**config.mk**
```make
export PLATFORM = sky130hd
export DESIGN_NAME = force_accumulator_writer
export DESIGN_NICKNAME = d
export VERILOG_FILES = /design/src/rtl/force_accumulator_writer.sv
export SDC_FILE = /design/constraint.sdc
export NUM_CORES = 1
export LEC_CHECK = 0
export BUFFER_PORTS_ARGS = -buffer_cell sky130_fd_sc_hd__buf_2
export CORE_MARGIN = 2
export CORE_UTILIZATION = 45
export DETAILED_ROUTE_END_ITERATION = 10
export GPL_ROUTABILITY_DRIVEN = 0
export SLEW_MARGIN = 40
export SYNTH_ARGS = -nofsm -noshare
export SYNTH_HDL_FRONTEND = slang
export SYNTH_SLANG_ARGS = --single-unit
```
**constraint.sdc**
```tcl
create_clock -name clk -period 4.5 [get_ports clk]
set_input_delay 0.45 -clock clk [delete_from_list [all_inputs] [get_ports clk]]
set_output_delay 0.45 -clock clk [all_outputs]
set_load 0.005 [all_outputs]
```
**src/rtl/force_accumulator_writer.sv**
```systemverilog
// Sums NEIGHBOR_NUM consecutive pair forces per home particle and writes the
// saturated total to the home-indexed force BRAM port, pulsing done after HOME_NUM writes.
module force_accumulator_writer #(
    parameter int DATA_WIDTH     = 32,
    parameter int NEIGHBOR_NUM   = 512,
    parameter int NEIGHBOR_WIDTH = 9,
    parameter int HOME_NUM       = 512,
    parameter int HOME_WIDTH     = 9,
    parameter int ACC_WIDTH      = 41
) (
    input  logic                         clk,
    input  logic                         rst_n,
    input  logic                         start,
    input  logic signed [DATA_WIDTH-1:0] force_in_x,
    input  logic signed [DATA_WIDTH-1:0] force_in_y,
    input  logic signed [DATA_WIDTH-1:0] force_in_z,
    input  logic                         force_in_valid,
    output logic                         force_wr_en,
    output logic [HOME_WIDTH-1:0]        force_wr_addr,
    output logic signed [DATA_WIDTH-1:0] force_wr_data_x,
    output logic signed [DATA_WIDTH-1:0] force_wr_data_y,
    output logic signed [DATA_WIDTH-1:0] force_wr_data_z,
    output logic                         busy,
    output logic                         done,
    output logic                         sat_flag,
    output logic                         drop_flag
);

    localparam logic [1:0] ST_IDLE  = 2'd0;
    localparam logic [1:0] ST_ACCUM = 2'd1;
    localparam logic [1:0] ST_DONE  = 2'd2;

    localparam logic [NEIGHBOR_WIDTH-1:0] NBR_LAST  = NEIGHBOR_WIDTH'(NEIGHBOR_NUM - 1);
    localparam logic [HOME_WIDTH-1:0]     HOME_LAST = HOME_WIDTH'(HOME_NUM - 1);

    // Signed DATA_WIDTH limits expressed at accumulator width.
    localparam logic signed [ACC_WIDTH-1:0] MAX_ACC =
        {{(ACC_WIDTH-DATA_WIDTH+1){1'b0}}, {(DATA_WIDTH-1){1'b1}}};
    localparam logic signed [ACC_WIDTH-1:0] MIN_ACC =
        {{(ACC_WIDTH-DATA_WIDTH+1){1'b1}}, {(DATA_WIDTH-1){1'b0}}};

    function automatic logic ovf(input logic signed [ACC_WIDTH-1:0] v);
        return (v > MAX_ACC) || (v < MIN_ACC);
    endfunction

    function automatic logic signed [DATA_WIDTH-1:0] sat(input logic signed [ACC_WIDTH-1:0] v);
        if (v > MAX_ACC)
            return MAX_ACC[DATA_WIDTH-1:0];
        else if (v < MIN_ACC)
            return MIN_ACC[DATA_WIDTH-1:0];
        else
            return v[DATA_WIDTH-1:0];
    endfunction

    logic [1:0]                    state_q, state_d;
    logic [NEIGHBOR_WIDTH-1:0]     nbr_cnt_q, nbr_cnt_d;
    logic [HOME_WIDTH-1:0]         home_cnt_q, home_cnt_d;
    logic signed [ACC_WIDTH-1:0]   acc_x_q, acc_x_d, acc_y_q, acc_y_d, acc_z_q, acc_z_d;
    logic                          wr_en_q, wr_en_d;
    logic [HOME_WIDTH-1:0]         wr_addr_q, wr_addr_d;
    logic signed [DATA_WIDTH-1:0]  wr_x_q, wr_x_d, wr_y_q, wr_y_d, wr_z_q, wr_z_d;
    logic                          sat_q, sat_d;
    logic                          drop_q, drop_d;

    logic signed [ACC_WIDTH-1:0]   ext_x, ext_y, ext_z;
    logic signed [ACC_WIDTH-1:0]   sum_x, sum_y, sum_z;

    assign ext_x = {{(ACC_WIDTH-DATA_WIDTH){force_in_x[DATA_WIDTH-1]}}, force_in_x};
    assign ext_y = {{(ACC_WIDTH-DATA_WIDTH){force_in_y[DATA_WIDTH-1]}}, force_in_y};
    assign ext_z = {{(ACC_WIDTH-DATA_WIDTH){force_in_z[DATA_WIDTH-1]}}, force_in_z};
    assign sum_x = acc_x_q + ext_x;
    assign sum_y = acc_y_q + ext_y;
    assign sum_z = acc_z_q + ext_z;

    always_comb begin
        state_d    = state_q;
        nbr_cnt_d  = nbr_cnt_q;
        home_cnt_d = home_cnt_q;
        acc_x_d    = acc_x_q;
        acc_y_d    = acc_y_q;
        acc_z_d    = acc_z_q;
        wr_en_d    = 1'b0;
        wr_addr_d  = wr_addr_q;
        wr_x_d     = wr_x_q;
        wr_y_d     = wr_y_q;
        wr_z_d     = wr_z_q;
        sat_d      = sat_q;
        drop_d     = drop_q;
        case (state_q)
            ST_IDLE: begin
                if (start) begin
                    state_d    = ST_ACCUM;
                    nbr_cnt_d  = '0;
                    home_cnt_d = '0;
                    acc_x_d    = '0;
                    acc_y_d    = '0;
                    acc_z_d    = '0;
                    sat_d      = 1'b0;
                    drop_d     = 1'b0;
                end else if (force_in_valid) begin
                    drop_d = 1'b1;
                end
            end
            ST_ACCUM: begin
                if (force_in_valid) begin
                    if (nbr_cnt_q == NBR_LAST) begin
                        // Last pair of this home: emit the total and restart the sum
                        // so the next cycle's pair can stream in without a bubble.
                        wr_en_d    = 1'b1;
                        wr_addr_d  = home_cnt_q;
                        wr_x_d     = sat(sum_x);
                        wr_y_d     = sat(sum_y);
                        wr_z_d     = sat(sum_z);
                        sat_d      = sat_q | ovf(sum_x) | ovf(sum_y) | ovf(sum_z);
                        acc_x_d    = '0;
                        acc_y_d    = '0;
                        acc_z_d    = '0;
                        nbr_cnt_d  = '0;
                        home_cnt_d = home_cnt_q + HOME_WIDTH'(1);
                        if (home_cnt_q == HOME_LAST)
                            state_d = ST_DONE;
                    end else begin
                        acc_x_d   = sum_x;
                        acc_y_d   = sum_y;
                        acc_z_d   = sum_z;
                        nbr_cnt_d = nbr_cnt_q + NEIGHBOR_WIDTH'(1);
                    end
                end
            end
            ST_DONE: begin
                state_d = ST_IDLE;
                if (force_in_valid)
                    drop_d = 1'b1;
            end
            default: state_d = ST_IDLE;
        endcase
    end

    always_ff @(posedge clk or negedge rst_n) begin
        if (!rst_n) begin
            state_q    <= ST_IDLE;
            nbr_cnt_q  <= '0;
            home_cnt_q <= '0;
            acc_x_q    <= '0;
            acc_y_q    <= '0;
            acc_z_q    <= '0;
            wr_en_q    <= 1'b0;
            wr_addr_q  <= '0;
            wr_x_q     <= '0;
            wr_y_q     <= '0;
            wr_z_q     <= '0;
            sat_q      <= 1'b0;
            drop_q     <= 1'b0;
        end else begin
            state_q    <= state_d;
            nbr_cnt_q  <= nbr_cnt_d;
            home_cnt_q <= home_cnt_d;
            acc_x_q    <= acc_x_d;
            acc_y_q    <= acc_y_d;
            acc_z_q    <= acc_z_d;
            wr_en_q    <= wr_en_d;
            wr_addr_q  <= wr_addr_d;
            wr_x_q     <= wr_x_d;
            wr_y_q     <= wr_y_d;
            wr_z_q     <= wr_z_d;
            sat_q      <= sat_d;
            drop_q     <= drop_d;
        end
    end

    assign force_wr_en     = wr_en_q;
    assign force_wr_addr   = wr_addr_q;
    assign force_wr_data_x = wr_x_q;
    assign force_wr_data_y = wr_y_q;
    assign force_wr_data_z = wr_z_q;
    assign busy            = (state_q == ST_ACCUM);
    assign done            = (state_q == ST_DONE);
    assign sat_flag        = sat_q;
    assign drop_flag       = drop_q;

endmodule

```
==> flow_metrics.py, run 1 <==
metrics = {
    "setup_path": {
        "r2r-start": "acc_x_q[0]",
        "worstSetupPathType": "flop to flop",
        "crit_fanout": 3,
        "crit_path_top_delay_cell": "or3_1",
        "critPathTopFamily": "compound AO/OA/AOI/OAI gates",
        "path_cells": "ha_1 -> inv_1 -> fa_1 -> nor2b_1 -> o2111ai_1 -> a21oi_1 -> o21bai_1 -> a211o_1 -> o41ai_2 -> xnor2_1 -> or3_1 -> or3_1 -> mux2i_1 -> a31oi_1",
        "critical_path_buf_inv_count": 1,
        "rrSetupSlack_ns": 0.43,
        "reg2reg_depth": 14,
        "required_ns": 4.93,
        "cp.arrival_ns": 4.51,
        "endpoint_kind": "flop",
        "max_stage_delay_ns": 0.44,
        "cp-startpoint": "acc_x_q[0]",
        "r2r-end": "sat_flag",
        "cp-start-kind": "flop",
        "cp_common_cell": "or3_1",
    },
    "die": {
        "die_area_um2": 38770,
        "dieWidth_um": 196.9,
        "rows": 70,
        "io_pins": 210,
        "coreArea_um2": 36610,
        "die_h_um": 196.9,
        "initial_core_util": 0.4574,
    },
    "logic_synthesis": {
        "ys_seq_area_frac": 0.3751,
        "async_flop_share": 1.000,
        "synth_cell_type_count": 71,
        "synth_top_area_frac": 0.3751,
        "syn_area_um2": 16740,
        "ys_warn_count": 0,
        "synthFlopType": "dfrtp_1",
        "syn-num-nets": 2167,
        "synth_area_leaders": "dfrtp_1, ha_1, a21oi_1",
        "synth_edf_count": 0,
        "syn_area_per_cell_um2": 8.631,
        "yosys.area.top_type": "dfrtp_1",
        "postSynthCellCount": 1940,
        "synth-seq-cells": 251,
    },
    "placement": {
        "preCtsSetupSlack_ns": 0.1496,
        "placed_area_um2": 18270,
        "port_buffers": 209,
        "place_hpwl_mm": 33.50,
    },
    "layout": {
        "nNetsFinal": 2330,
        "diodes": 0,
        "drive_above_1_share": 0.1431,
        "area_growth_pct": 15.65,
        "fin_area_um2": 19370,
    },
    "worst_hold_path": {
        "hold_depth": 3,
        "hp-class": "input port to flop",
        "hp-start": "start",
        "min_to": "state_q[0]",
    },
    "routing": {
        "routedWlPerCell_um": 17.90,
        "via_per_inst": 5.807,
        "drt_drc_violations_left": 0,
        "vias": 15050,
        "drt-initial-drc-count": 820,
        "ant_nets": 0,
        "dr.pass1.iters": 5,
        "drt-total-wl_mm": 46.41,
    },
    "cts": {
        "clk_latency_ns": 0.57,
        "clkTransAtPathRegs_ns": 0.06,
        "cts_root_buffer": "clkbuf_16",
        "htreeDepth": 1,
        "cts_buffers": 30,
        "clockBufferDepth": 3,
        "post_cts_buffers": 0,
        "cts_tree": "built",
        "cts_sinks": 251,
    },
    "pwr": {
        "leakage_nw": 9.312,
        "ir_worst_vdd_v": 0.0003445,
        "power_density_nw_per_um2": 733.2,
    },
    "sta": {
        "whs_ns": 0.1593,
        "setup_viol": 0,
        "maxSlewViolCount": 0,
        "rsz0062_at_grt": "no",
        "finalClockSkew_ns": 0.01123,
        "worst_slack_ns": 0.4252,
        "max_clock_freq_ghz": 0.2454,
        "tns_ns": 0,
        "hold_violations": 0,
        "layout_min_cycle_time_ns": 4.075,
        "min_period_over_period": 0.9055,
        "tightest_slew_ns": 0.7820,
        "max_slew_margin": 0.4787,
    },
    "global_routing": {
        "grt_pass1_vias": 14660,
        "grt.total_usage": 0.2394,
        "grt_pass1_wl_mm": 76.71,
        "grt_start_max_net_pins": 82,
        "grt_overflow": 0,
        "antenna_found_initial": 3,
    },
    "run": {
        "max_cap_violations": 0,
    },
    "status": {
        "status": "finished clean",
    },
}
[flip-flops by register name, summed over array words and instances (netlist names)]
name	cells
acc_x_q	41
acc_y_q	41
acc_z_q	41
force_wr_data_x	32
force_wr_data_y	32
force_wr_data_z	32
force_wr_addr	9
home_cnt_q	9
nbr_cnt_q	9
state_q	2
drop_flag	1
force_wr_en	1
sat_flag	1
[routing by layer]
layer | track usage | vias up | share of wire
met2 | 0.3799 | 358 | 0.45
met1 | 0.3475 | 7194 | 0.49
li1 | - | 7439 | -
met4 | 0.04929 | 4 | 0.019
met5 | 0 | - | 0.00058
met3 | 0.03525 | 57 | 0.049
[Yosys cell counts, types with 3 or more instances]
cell type	instances
nor2b_1	13
nand4_1	45
a211oi_1	21
a31oi_1	6
and3_1	7
a21oi_1	246
nor3_1	25
dfrtp_1	251
fa_1	3
or3_1	9
a21oi_2	3
a2111oi_0	7
buf_2	9
nand2b_1	13
inv_1	38
o22ai_1	4
nor2_1	169
o2111ai_1	4
a31o_2	3
ha_1	124
o211a_1	3
and2_1	9
o211ai_1	25
or4_1	8
o21a_1	17
a21o_1	40
o31ai_1	10
a311oi_1	4
buf_1	6
nand3_1	32
mux2i_1	7
buf_6	3
nor4_1	8
o31a_1	3
o21bai_1	18
clkbuf_1	84
a22o_1	106
xnor2_1	78
a21boi_0	6
a211o_1	4
xor2_1	45
a41oi_1	4
nand2_1	249
o21ai_0	136
[timing repair]
action / in CTS / in global routing
hold endpoints to repair: 47 / 0
gates resized for setup: 0 / 1
setup endpoints to repair: 0 / 18
hold buffers: 1 / 0
[worst max path at each step]
stage / to / cells after the start
6_report: sat_flag / 14
5_1_grt: force_wr_data_y[0] / 13
4_1_cts: force_wr_data_x[4] / 15
3_5_place_dp: force_wr_data_x[9] / 16
3_3_place_gp: sat_flag / 15
2_1_floorplan: force_wr_data_z[21] / 13
[power breakdown]
| group | leakage (nW) | switching (mW) | internal [mW] |
|---|---|---|---|
| Combinational | 5.52 | 5.03 | 3.35 |
| Clock | 0.523 | 0.987 | 1.65 |
| Sequential | 3.27 | 0.347 | 2.84 |
[worst reg2reg max path: stages (launching register included)]
cell and delay (ns):
dfrtp_1 0.35, ha_1 0.19, inv_1 0.06, fa_1 0.41, nor2b_1 0.17, o2111ai_1 0.15, a21oi_1 0.37, o21bai_1 0.20
a211o_1 0.33, o41ai_2 0.43, xnor2_1 0.15, or3_1 0.44, or3_1 0.36, mux2i_1 0.23, a31oi_1 0.11
[cells in the final DEF (no fill, tap or decap), types with 5 or more instances in the layout]
| master | instances |
|---|---|
| a2111oi_0 | 7 |
| a211oi_1 | 21 |
| a21boi_0 | 6 |
| a21o_1 | 40 |
| a21oi_1 | 244 |
| a22o_1 | 106 |
| a31oi_1 | 6 |
| and2_1 | 9 |
| and3_1 | 7 |
| buf_12 | 6 |
| buf_2 | 208 |
| buf_4 | 16 |
| bufinv_16 | 6 |
| clkbuf_1 | 5 |
| clkbuf_16 | 31 |
| dfrtp_1 | 251 |
| ha_1 | 124 |
| inv_1 | 37 |
| mux2i_1 | 7 |
| nand2_1 | 248 |
| nand2b_1 | 13 |
| nand3_1 | 32 |
| nand4_1 | 45 |
| nor2_1 | 169 |
| nor2b_1 | 13 |
| nor3_1 | 24 |
| nor4_1 | 8 |
| o211ai_1 | 25 |
| o21a_1 | 17 |
| o21ai_0 | 136 |
| o21bai_1 | 18 |
| o31ai_1 | 10 |
| or3_1 | 9 |
| or4_1 | 8 |
| xnor2_1 | 78 |
| xor2_1 | 45 |
[cell families after synthesis]
family,share of synthesized area
AOI/OAI and AO/OA,0.2656
and+or+nand+nor,0.1601
DFF,0.3751
buffers and inverters,0.03370
adders and majority gates,0.09624
xor gates and xnor gates,0.06434
muxes,0.004857
[layout make-up]
type,count,area [µm²]
clock buffer,39,835.8
clock inverter,14,237.7
fill,3489,17240
inverter,38,142.6
multi-input combinational,1548,9938
sequential,251,6281
tap,468,585.6
timing repair buffer,234,1345
[per-stage QoR]
step	power, mW	utilization	std cells
floorplan	9.480	-	1940
global placement	11.41	0.4983	2537
detailed placement	11.50	0.4991	2538
CTS	14.23	0.5287	2592
global route	15.43	0.5290	2592
finish	14.20	0.5290	2592
Note: power is estimated with default switching activity, not from simulation.
==> run 2, diff against run 1 <==
Settings changed: CORE_UTILIZATION 45 to 51, PLACE_DENSITY from default to 0.72.
==> run 2 against run 1 <==
Combinational power down 1%. Worst setup slack lost 0.091 ns. Critical path depth is 1 higher. Sequential power barely moved. First-iteration DRC count grew 18%. Critical path type unchanged. Largest power group unchanged. Highest routed layer unchanged.
==> flow_metrics.py, run 2 (same netlist as run 1, synthesis figures left out) <==
metrics = {
    "layout": {
        "final_common_cell": "dfrtp_1",
        "fillers": 2930,
        "seqCellArea_um2": 6281,
        "reg.largest.list": "acc_x_q: 41 flops, acc_y_q: 41 flops, acc_z_q: 41 flops",
        "multi_input_area_um2": 9931,
        "diodes": 0,
        "area_growth_pct": 14.97,
        "nNetsFinal": 2325,
        "drive_above_1_share": 0.1406,
        "final_cell_mix": "dfrtp_1, nand2_1, a21oi_1",
    },
    "setup_path": {
        "cp.arrival_ns": 4.66,
        "crit_fanout": 31,
        "required_ns": 4.99,
        "r2r-start": "acc_x_q[0]",
        "worstSetupPathType": "flop to flop",
        "crit_path_top_delay_cell": "o41ai_1",
        "r2r-end": "force_wr_data_x[18]",
        "max_stage_delay_ns": 0.49,
        "critPathTopFamily": "compound AO/OA/AOI/OAI gates",
        "reg2reg_depth": 15,
        "endpoint_kind": "flop",
        "rrSetupSlack_ns": 0.33,
        "path_cells": "ha_1 -> inv_1 -> fa_1 -> nor2b_1 -> o2111ai_1 -> a21oi_1 -> o21bai_1 -> a211o_1 -> o41ai_1 -> xnor2_1 -> or3_1 -> o31ai_4 -> buf_12 -> nand2_1 -> a21oi_1",
        "cp_common_cell": "a21oi_1",
        "critical_path_buf_inv_count": 2,
        "cp-start-kind": "flop",
    },
    "die": {
        "coreArea_um2": 32450,
        "dieWidth_um": 185.2,
        "die_h_um": 185.2,
        "die_area_um2": 34300,
        "initial_core_util": 0.5160,
        "rows": 66,
        "io_pins": 210,
    },
    "pwr": {
        "ir_worst_vdd_v": 0.0003784,
        "leakage_nw": 9.263,
        "power_density_nw_per_um2": 726.0,
        "finalPower_mw": 13.98,
    },
    "worst_hold_path": {
        "hp-start": "start",
        "hp-class": "input port to flop",
        "min_to": "state_q[0]",
        "hold_depth": 3,
    },
    "sta": {
        "layout_min_cycle_time_ns": 4.166,
        "tns_ns": 0,
        "max_slew_margin": 0.4743,
        "tightest_slew_ns": 0.7885,
        "finalClockSkew_ns": 0.01393,
        "worst_slack_ns": 0.3341,
        "rsz0062_at_grt": "no",
        "hold_violations": 0,
        "maxSlewViolCount": 0,
        "setup_viol": 0,
        "max_clock_freq_ghz": 0.2400,
        "min_period_over_period": 0.9258,
        "whs_ns": 0.1630,
    },
    "cts": {
        "clkTransAtPathRegs_ns": 0.06,
        "cts_root_buffer": "clkbuf_16",
        "clk_latency_ns": 0.57,
        "clockBufferDepth": 3,
        "post_cts_buffers": 0,
        "cts_buffers": 29,
        "cts_tree": "built",
        "htreeDepth": 1,
        "cts_sinks": 251,
    },
    "status": {
        "status": "finished clean",
    },
    "routing": {
        "drt-total-wl_mm": 43.82,
        "drt_drc_violations_left": 0,
        "ant_nets": 0,
        "dr.pass1.iters": 5,
        "drt-initial-drc-count": 966,
        "via_per_inst": 5.932,
        "routedWlPerCell_um": 17.10,
        "vias": 15200,
    },
    "global_routing": {
        "grt_pass1_vias": 14740,
        "antenna_found_initial": 1,
        "busiest_layer": "met2",
        "grt_overflow": 0,
        "grt_pass1_wl_mm": 71.94,
        "use_met3": 0.04326,
        "grt_start_max_net_pins": 106,
        "grt.total_usage": 0.2547,
        "use_met1": 0.3477,
        "gr-usage-met2": 0.4130,
    },
    "run": {
        "max_cap_violations": 0,
    },
    "placement": {
        "preCtsSetupSlack_ns": 0.1967,
        "port_buffers": 209,
        "place_hpwl_mm": 31.22,
    },
}
run 2: changes by cell type in the layout (fill, tap and decap cells not counted), sizes merged:
cell,previous run,this run
clkbuf,39,41
buf,233,229
clkinv,6,4
bufinv,6,4
clkinvlp,1,3
run 2: stage by stage:
step,utilization,instance area (µm²),std cells
after detailed placement,0.5603,18180,2506
after global routing,0.5932,19250,2562
final,0.5932,19250,2562
after global placement,0.5603,18180,2506
after CTS,0.5918,19210,2560
after floorplan,-,16740,1940
run 2: worst max path at each step:
stage,cells past startpoint,start,to
floorplan,13,force_in_z[9],force_wr_data_z[21]
global placement,16,force_in_x[0],force_wr_data_x[17]
detailed placement,16,force_in_x[0],force_wr_data_x[6]
CTS,15,acc_x_q[0],force_wr_data_x[18]
global route,15,acc_x_q[0],force_wr_data_x[25]
finish,15,acc_x_q[0],force_wr_data_x[18]
run 2: layout make-up:
| cell class | instances | share of cell area |
|---|---|---|
| multi-input cells | 1548 | 0.5158 |
| well taps | 442 | 0.02873 |
| clock inverters | 12 | 0.009489 |
| repair buffers | 230 | 0.06915 |
| clock buffers | 41 | 0.04315 |
| inverters | 38 | 0.007409 |
| flip-flops and latches | 251 | 0.3262 |
run 2: repair_timing:
| item | 4_1_cts | 5_1_grt |
|---|---|---|
| setup endpoints to repair | 0 | 0 |
| hold buffers | 1 | 0 |
| endpoints found under the hold margin | 97 | 0 |
| resized for setup | 0 | 0 |
run 2: per-layer routing:
| metal | wire, µm | vias up | part of all wire |
|---|---|---|---|
| met5 | 11 | - | 0.00025 |
| met4 | 1074 | 2 | 0.025 |
| met3 | 2702 | 75 | 0.062 |
| met2 | 19860 | 452 | 0.45 |
| met1 | 20170 | 7269 | 0.46 |
| li1 | - | 7401 | - |
run 2: report_power, final:
| group | total [mW] | leakage, nW | switching (mW) | internal, mW |
|---|---|---|---|---|
| sequential | 3.19 | 3.27 | 0.352 | 2.84 |
| combinational | 8.30 | 5.50 | 4.99 | 3.32 |
| clock | 2.48 | 0.490 | 0.967 | 1.52 |
| total | 14.0 | 9.26 | 6.31 | 7.67 |
run 2: worst reg2reg max path: cells and delay by family (launching register included):
| family | cells | cell delay (ns) |
|---|---|---|
| buf+inv | 2 | 0.29 |
| fa+ha+maj | 2 | 0.60 |
| compound gates | 7 | 1.94 |
| simple gates | 3 | 0.74 |
| xor+xnor | 1 | 0.16 |
| flops | 1 | 0.35 |
